<file path="config.mk">
export PLATFORM = sky130hd
export DESIGN_NAME = int_inject_ctrl_flat
export DESIGN_NICKNAME = d
export VERILOG_FILES = /design/src/rtl/int_inject_pkg.sv /design/src/rtl/int_inject_ctrl_if.sv /design/src/rtl/int_inject_chan.sv /design/src/rtl/int_inject_ctrl.sv /design/src/flat_wrapper.sv
export SDC_FILE = /design/constraint.sdc
export NUM_CORES = 1
export LEC_CHECK = 0
export CAP_MARGIN = 30
export CORE_MARGIN = 10
export CORE_UTILIZATION = 52
export CTS_CLUSTER_DIAMETER = 50
export DETAILED_ROUTE_END_ITERATION = 12
export GPL_TIMING_DRIVEN = 0
export PLACE_DENSITY = 0.84
export SLEW_MARGIN = 5
export SYNTH_ARGS = -nofsm -noshare
export SYNTH_HDL_FRONTEND = slang
export SYNTH_SLANG_ARGS = --single-unit
</file>
<file path="constraint.sdc">
create_clock -name clk -period 2.23 [get_ports clk]
set_input_delay 0.3345 -clock clk [delete_from_list [all_inputs] [get_ports clk]]
set_output_delay 0.3345 -clock clk [all_outputs]
set_load 0.005 [all_outputs]
</file>
<file path="src/rtl/int_inject_pkg.sv">
// Shared types and constants for the interrupt injection controller.
package int_inject_pkg;

  typedef enum logic [2:0] {
    ST_IDLE   = 3'd0,
    ST_ARMED  = 3'd1,
    ST_DELAY  = 3'd2,
    ST_ASSERT = 3'd3,
    ST_REARM  = 3'd4
  } chan_state_e;

  localparam logic [31:0] ACK_STRIDE    = 32'd4;
  localparam logic [31:0] PC_ALIGN_MASK = 32'hffff_fffc;

endpackage

</file>
<file path="src/rtl/int_inject_ctrl_if.sv">
// CPU-observation and configuration signals of the interrupt injection controller.
interface int_inject_ctrl_if #(
  parameter int unsigned NCH     = 4,
  parameter int unsigned CNT_W   = 4,
  parameter int unsigned DELAY_W = 8
);
  localparam int unsigned CH_W = (NCH > 1) ? $clog2(NCH) : 1;

  logic [31:0]        macroscopic_pc;
  logic [31:0]        m_int_addr;
  logic [3:0]         m_int_byteen;
  logic               cfg_we;
  logic [CH_W-1:0]    cfg_ch;
  logic [31:0]        cfg_target_pc;
  logic [CNT_W-1:0]   cfg_count;
  logic [DELAY_W-1:0] cfg_delay;

  modport master (
    output macroscopic_pc, m_int_addr, m_int_byteen,
    output cfg_we, cfg_ch, cfg_target_pc, cfg_count, cfg_delay
  );

  modport slave (
    input macroscopic_pc, m_int_addr, m_int_byteen,
    input cfg_we, cfg_ch, cfg_target_pc, cfg_count, cfg_delay
  );
endinterface

</file>
<file path="src/rtl/int_inject_chan.sv">
// One interrupt channel: PC trigger, fire delay, repeat count and ack handling.
// INT_TIMEOUT_EN adds an auto-release counter and a sticky timeout flag.
module int_inject_chan
  import int_inject_pkg::*;
#(
  parameter int unsigned CNT_W   = 4,
  parameter int unsigned DELAY_W = 8
`ifdef INT_TIMEOUT_EN
  , parameter int unsigned TIMEOUT = 64
`endif
) (
  input  logic               clk,
  input  logic               reset,
  input  logic [31:0]        pc_aligned,
  input  logic               ack,
  input  logic               cfg_load,
  input  logic [31:0]        cfg_target_pc,
  input  logic [CNT_W-1:0]   cfg_count,
  input  logic [DELAY_W-1:0] cfg_delay,
  output logic               interrupt,
  output logic               timeout_flag
);

  chan_state_e        state_reg;
  logic [31:0]        target_reg;
  logic [CNT_W-1:0]   remaining_reg;
  logic [DELAY_W-1:0] delay_reg;
  logic [DELAY_W-1:0] dcnt_reg;
  logic               interrupt_reg;

  logic               match;
  logic               release_evt;
  logic [CNT_W-1:0]   remaining_next;

  assign match          = (pc_aligned == target_reg);
  assign remaining_next = (remaining_reg != '0) ? remaining_reg - CNT_W'(1) : '0;

`ifdef INT_TIMEOUT_EN
  localparam int unsigned TO_W = $clog2(TIMEOUT + 1);

  logic [TO_W-1:0] tcnt_reg;
  logic            tflag_reg;
  logic            expire;

  // Ack wins over an expiry landing on the same edge.
  assign expire = (state_reg == ST_ASSERT) && !ack && (tcnt_reg == TO_W'(TIMEOUT - 1));

  always_ff @(posedge clk) begin
    if (reset || cfg_load) begin
      tcnt_reg  <= '0;
      tflag_reg <= 1'b0;
    end else if (state_reg != ST_ASSERT) begin
      tcnt_reg <= '0;
    end else if (expire) begin
      tcnt_reg  <= '0;
      tflag_reg <= 1'b1;
    end else begin
      tcnt_reg <= tcnt_reg + TO_W'(1);
    end
  end

  assign release_evt  = ack || expire;
  assign timeout_flag = tflag_reg;
`else
  assign release_evt  = ack;
  assign timeout_flag = 1'b0;
`endif

  always_ff @(posedge clk) begin
    if (reset) begin
      state_reg     <= ST_IDLE;
      target_reg    <= '0;
      remaining_reg <= '0;
      delay_reg     <= '0;
      dcnt_reg      <= '0;
      interrupt_reg <= 1'b0;
    end else if (cfg_load) begin
      target_reg    <= cfg_target_pc;
      remaining_reg <= cfg_count;
      delay_reg     <= cfg_delay;
      dcnt_reg      <= '0;
      interrupt_reg <= 1'b0;
      state_reg     <= (cfg_count != '0) ? ST_ARMED : ST_IDLE;
    end else begin
      case (state_reg)
        ST_IDLE: ;
        ST_ARMED: begin
          if (match) begin
            if (delay_reg == '0) begin
              state_reg     <= ST_ASSERT;
              interrupt_reg <= 1'b1;
            end else begin
              state_reg <= ST_DELAY;
              dcnt_reg  <= delay_reg;
            end
          end
        end
        ST_DELAY: begin
          if (dcnt_reg <= DELAY_W'(1)) begin
            state_reg     <= ST_ASSERT;
            interrupt_reg <= 1'b1;
          end else begin
            dcnt_reg <= dcnt_reg - DELAY_W'(1);
          end
        end
        ST_ASSERT: begin
          if (release_evt) begin
            interrupt_reg <= 1'b0;
            remaining_reg <= remaining_next;
            state_reg     <= (remaining_next != '0) ? ST_REARM : ST_IDLE;
          end
        end
        // Hold off until the PC leaves the target so one visit fires once.
        ST_REARM: begin
          if (!match) state_reg <= ST_ARMED;
        end
        default: state_reg <= ST_IDLE;
      endcase
    end
  end

  assign interrupt = interrupt_reg;

endmodule

</file>
<file path="src/rtl/int_inject_ctrl.sv">
// Interrupt stimulus generator: NCH PC-triggered channels with store-based ack.
// Optional macro INT_TIMEOUT_EN enables per-channel auto-release after TIMEOUT cycles.
module int_inject_ctrl
  import int_inject_pkg::*;
#(
  parameter int unsigned NCH      = 4,
  parameter int unsigned CNT_W    = 4,
  parameter int unsigned DELAY_W  = 8,
  parameter logic [31:0] ACK_BASE = 32'h0000_7f20
`ifdef INT_TIMEOUT_EN
  , parameter int unsigned TIMEOUT = 64
`endif
) (
  input  logic               clk,
  input  logic               reset,
  int_inject_ctrl_if.slave   bus,
  output logic [NCH-1:0]     interrupt,
  output logic               irq_any,
  output logic [NCH-1:0]     timeout_flag
);

  localparam int unsigned CH_W = (NCH > 1) ? $clog2(NCH) : 1;

  logic [31:0] pc_aligned;
  logic [31:0] ack_addr_aligned;
  logic        store_valid;

  assign pc_aligned       = bus.macroscopic_pc & PC_ALIGN_MASK;
  assign ack_addr_aligned = bus.m_int_addr & PC_ALIGN_MASK;
  assign store_valid      = |bus.m_int_byteen;

  generate
    for (genvar gi = 0; gi < NCH; gi++) begin : g_chan
      localparam logic [31:0] CH_ACK_ADDR = ACK_BASE + ACK_STRIDE * 32'(gi);

      logic ack;
      logic cfg_load;

      assign ack      = store_valid && (ack_addr_aligned == CH_ACK_ADDR);
      assign cfg_load = bus.cfg_we && (bus.cfg_ch == CH_W'(gi));

      int_inject_chan #(
        .CNT_W   (CNT_W),
        .DELAY_W (DELAY_W)
`ifdef INT_TIMEOUT_EN
        , .TIMEOUT (TIMEOUT)
`endif
      ) u_chan (
        .clk           (clk),
        .reset         (reset),
        .pc_aligned    (pc_aligned),
        .ack           (ack),
        .cfg_load      (cfg_load),
        .cfg_target_pc (bus.cfg_target_pc),
        .cfg_count     (bus.cfg_count),
        .cfg_delay     (bus.cfg_delay),
        .interrupt     (interrupt[gi]),
        .timeout_flag  (timeout_flag[gi])
      );
    end
  endgenerate

  assign irq_any = |interrupt;

endmodule

</file>
<file path="src/flat_wrapper.sv">
// flat-port wrapper written by rule: the top's interface ports become plain ports
module int_inject_ctrl_flat import int_inject_pkg::*;
#(
  parameter int unsigned NCH      = 4,
  parameter int unsigned CNT_W    = 4,
  parameter int unsigned DELAY_W  = 8,
  parameter logic [31:0] ACK_BASE = 32'h0000_7f20

)
  (clk, reset, interrupt, irq_any, timeout_flag, bus_macroscopic_pc, bus_m_int_addr, bus_m_int_byteen, bus_cfg_we, bus_cfg_ch, bus_cfg_target_pc, bus_cfg_count, bus_cfg_delay);
  int_inject_ctrl_if #(.NCH(NCH), .CNT_W(CNT_W), .DELAY_W(DELAY_W)) bus_i ();
  input  logic clk;
  input  logic reset;
  output logic [NCH-1:0] interrupt;
  output logic irq_any;
  output logic [NCH-1:0] timeout_flag;
  input wire logic [$bits(bus_i.macroscopic_pc)-1:0] bus_macroscopic_pc;
  input wire logic [$bits(bus_i.m_int_addr)-1:0] bus_m_int_addr;
  input wire logic [$bits(bus_i.m_int_byteen)-1:0] bus_m_int_byteen;
  input wire logic [$bits(bus_i.cfg_we)-1:0] bus_cfg_we;
  input wire logic [$bits(bus_i.cfg_ch)-1:0] bus_cfg_ch;
  input wire logic [$bits(bus_i.cfg_target_pc)-1:0] bus_cfg_target_pc;
  input wire logic [$bits(bus_i.cfg_count)-1:0] bus_cfg_count;
  input wire logic [$bits(bus_i.cfg_delay)-1:0] bus_cfg_delay;
  assign bus_i.macroscopic_pc = bus_macroscopic_pc;
  assign bus_i.m_int_addr = bus_m_int_addr;
  assign bus_i.m_int_byteen = bus_m_int_byteen;
  assign bus_i.cfg_we = bus_cfg_we;
  assign bus_i.cfg_ch = bus_cfg_ch;
  assign bus_i.cfg_target_pc = bus_cfg_target_pc;
  assign bus_i.cfg_count = bus_cfg_count;
  assign bus_i.cfg_delay = bus_cfg_delay;
  int_inject_ctrl #(.NCH(NCH), .CNT_W(CNT_W), .DELAY_W(DELAY_W), .ACK_BASE(ACK_BASE)) u_core (.clk(clk), .reset(reset), .bus(bus_i), .interrupt(interrupt), .irq_any(irq_any), .timeout_flag(timeout_flag));
endmodule
</file>
==> results_dict.tcl <==
set metrics [dict create \
    outcome "complete, but fails checks" \
    violations "setup timing" \
    worst-path-max-fanout 7 \
    hold_viol 0 \
    endpoint_kind "register" \
    cts_max_level 1 \
    rows 54 \
    dp.cells 1890 \
    fillCellCount 1879 \
    area_delta_synth_final_pct 21.4 \
    cts.reportedPaths.clkPinSlew_ns 0.06 \
    cp.arrival_ns 2.67 \
    critical_path.startpoint "u_core.g_chan[1].u_chan.target_reg[23]" \
    power_switching_mw 2.62 \
    start_util_pct 52.9 \
    fin_crit_sh_pct 100 \
    crit_slowest_cell "nor4_2" \
    p_seq_share_pct 44.1 \
    r2r_start "u_core.g_chan[1].u_chan.target_reg[23]" \
    clock.fmax_mhz 447 \
    synth_edf_count 0 \
    wl_per_cell_um 19.9 \
    cts_tree "built" \
    drive_gt1_share_pct 9.97 \
    ys_seq_area_share_pct 38.7 \
    grt_usage_pct 25.4 \
    coreArea_sq_um 21900 \
    comb_power_share_pct 12.3 \
    syn_area_sq_um 11600 \
    leakagePower_nw 5.01 \
    grt_overflow 0 \
    clock-sinks 224 \
    start_kind "register" \
    crit_family "simple AND/OR/NAND/NOR gates" \
    cp.buffers_inverters 1 \
    setup_viol 1 \
    power_per_cell_area_nw_per_um2 680 \
    dp_hpwl_um 28600 \
    worst_pin_slew_ns 0.883 \
    dr.pass1.iters 6 \
    numCtsBuffers 27 \
    total_power_mw 9.56 \
    netlist_top_cells_area "dfxtp_1, nand2_1, a21oi_1, xnor2_1, clkbuf_1" \
    critical_path_class "reg2reg" \
    vias_per_cell 6.04 \
    syn_area_per_cell_sq_um 7.64 \
    numPortBuffers 89 \
    synth_seq_cells 224 \
    die_x_um 169 \
    synthFlopType "dfxtp_1" \
    worst_slack_ns -0.00838 \
    synthCells 1517 \
    grt_pass1_vias 11100 \
    path_cells "xnor2_1 > nand4_1 > nor4_2 > nand4_2 > and2_1 > buf_2 > o31ai_1" \
    min_path_type "in2reg" \
    max_stage_delay_ns 0.48 \
    largest_register_ffs 128 \
    vias 11800 \
    worstHoldStart "bus_cfg_target_pc[13]" \
    ys_types 75 \
    clk_path_buf_depth 3 \
    ios 126 \
    p_clk_share_pct 43.6 \
    antenna_found_initial 2 \
    insertion_delay_ns 0.53 \
    synth-async-reset-ratio_pct 0 \
    power.switching_fraction_pct 27.4 \
    drtAntennaViolNets 0 \
    period_minus_slack_ns 2.24 \
    rsz0062_at_grt "true" \
    synth_top_area_cell "dfxtp_1" \
    clock-root-buffer "clkbuf_16" \
    gp_congestion 0.987 \
    fin_cells 1946 \
    crit_required_ns 2.66 \
    finClkSkew_ns 0.0109 \
    maxCapViolCount 0 \
    drc 0 \
    drt-initial-drc-count 1252 \
    dieArea_sq_um 28600 \
    die_height_um 169 \
    grt_pass1_wl_um 59400 \
    p_int_mw 6.94 \
    maxSlewHeadroom_pct 41.0 \
    netlist.area_leader.share_pct 38.7 \
    layout.nets 1776 \
    grt_max_degree 15 \
    wl_um 38800 \
    yosys_warnings 0 \
    cts_hold_buf 0 \
    maxSlewViolCount 0 \
    ir_worst_vdd_v 0.000596 \
]
==> synthesized netlist by cell type (5+ instances only) <==
cell type	count
a211oi_1	10
a21oi_1	196
a22oi_1	5
a31oi_1	6
a32o_1	6
and2_1	7
and3_1	5
and4b_1	5
buf_1	6
buf_2	15
buf_4	8
clkbuf_1	85
clkbuf_2	6
dfxtp_1	224
ha_1	12
inv_1	25
mux2i_1	9
nand2_1	403
nand2b_1	15
nand3_1	16
nand4_1	33
nor2_1	81
nor2b_1	9
nor3_1	24
nor4_1	19
nor4_4	6
nor4b_1	5
o211ai_1	9
o21ai_0	27
o22ai_1	16
o31ai_1	13
o32ai_1	5
or2_2	6
or3_1	5
or4_1	7
xnor2_1	98
xor2_1	25
==> metal layers <==
metal  track usage (%)  vias up  share of wire (%)  routed length (um)
met2              42.3      654                 46               17900
met1              30.2     5496                 38               14900
met4              13.5        2                6.1                2380
li1                  -     5464                  -                   -
met5                 0        -              0.034                  13
met3              4.98      143                9.4                3640
==> power by group through the flow <==
stage	clock (mW)	sequential, mW	combinational, mW
6_report	4.17	4.22	1.18
5_1_grt	4.37	4.23	1.25
4_1_cts	4.17	4.21	1.13
3_5_place_dp	0	4.29	1.10
3_3_place_gp	0	4.29	1.08
2_1_floorplan	0	4.27	0.637
==> worst min-delay path, cell delays in order <==
cell and delay [ns]:
clkdlybuf4s50_1 0.47, nand2_1 0.08, a21oi_1 0.05
==> stage by stage <==
step           area, sq um  setup TNS (ns)  hold slack (ns)  setup WS, ns  utilization (%)
4_1_cts              13800               0            0.444       0.00696             63.3
5_1_grt              14100          -0.541            0.453       -0.0844             64.2
6_report             14100        -0.00838            0.454      -0.00838             64.2
3_5_place_dp         12800          -62.77            0.447        -0.849             58.7
2_1_floorplan        11600               0            0.436        0.0836                -
3_3_place_gp         12800          -59.50            0.442         -1.04             58.6
==> final cells by class <==
class / count / area (sq um) / share of cell area, %
Clock buffer: 33 / 728 / 5.18
Multi-Input combinational cell: 1151 / 6790 / 48.3
Antenna cell: 1 / 2.50 / 0.0178
Inverter: 25 / 93.8 / 0.667
Clock inverter: 14 / 108 / 0.765
Tap cell: 280 / 350 / 2.49
Timing Repair Buffer: 103 / 1000 / 7.13
Sequential cell: 224 / 4490 / 31.9
Buffer: 115 / 498 / 3.54
==> logic make-up (layout without fill, tap and decap cells) <==
family / after synthesis / after routing / synth area share (%)
other: 1 / 5 / 0.0324
DFF: 224 / 224 / 38.7
and+or+nand+nor: 673 / 673 / 27.6
xor gates and xnor gates: 123 / 123 / 9.30
buffers and inverters: 145 / 290 / 5.18
muxes: 10 / 10 / 0.875
adders and majority gates: 13 / 13 / 1.38
AOI/OAI and AO/OA: 328 / 328 / 16.9
==> what timing repair did <==
item,4_1_cts,5_1_grt
pin swaps,10,19
resized for setup,23,43
endpoints found under the setup margin,41,41
setup buffers,6,7
==> worst paths after layout <==
kind	end	slack, ns	cells past startpoint
max	u_core.g_chan[1].u_chan.dcnt_reg[1]	-0.008	7
min	u_core.g_chan[3].u_chan.target_reg[13]	0.45	3
max reg2reg	u_core.g_chan[1].u_chan.dcnt_reg[1]	-0.008	7
min reg2reg	u_core.g_chan[1].u_chan.target_reg[23]	0.47	2
==> placed cells by master, fill, tap and decap left out, types with 13 or more instances in the layout <==
cell and n:
xor2_1 25, nor3_1 23, nand2_1 402, o22ai_1 16, xnor2_2 21, nand3_1 16, xnor2_1 77, o21ai_0 26
nand4_1 33, a21oi_1 195, clkdlybuf4s50_1 85, nand2b_1 14, clkbuf_1 82, o31ai_1 13, nor4_1 14, inv_1 25
buf_4 22, nor2_1 75, dfxtp_1 220, clkbuf_16 27
Power figures use the tool's default switching activity.
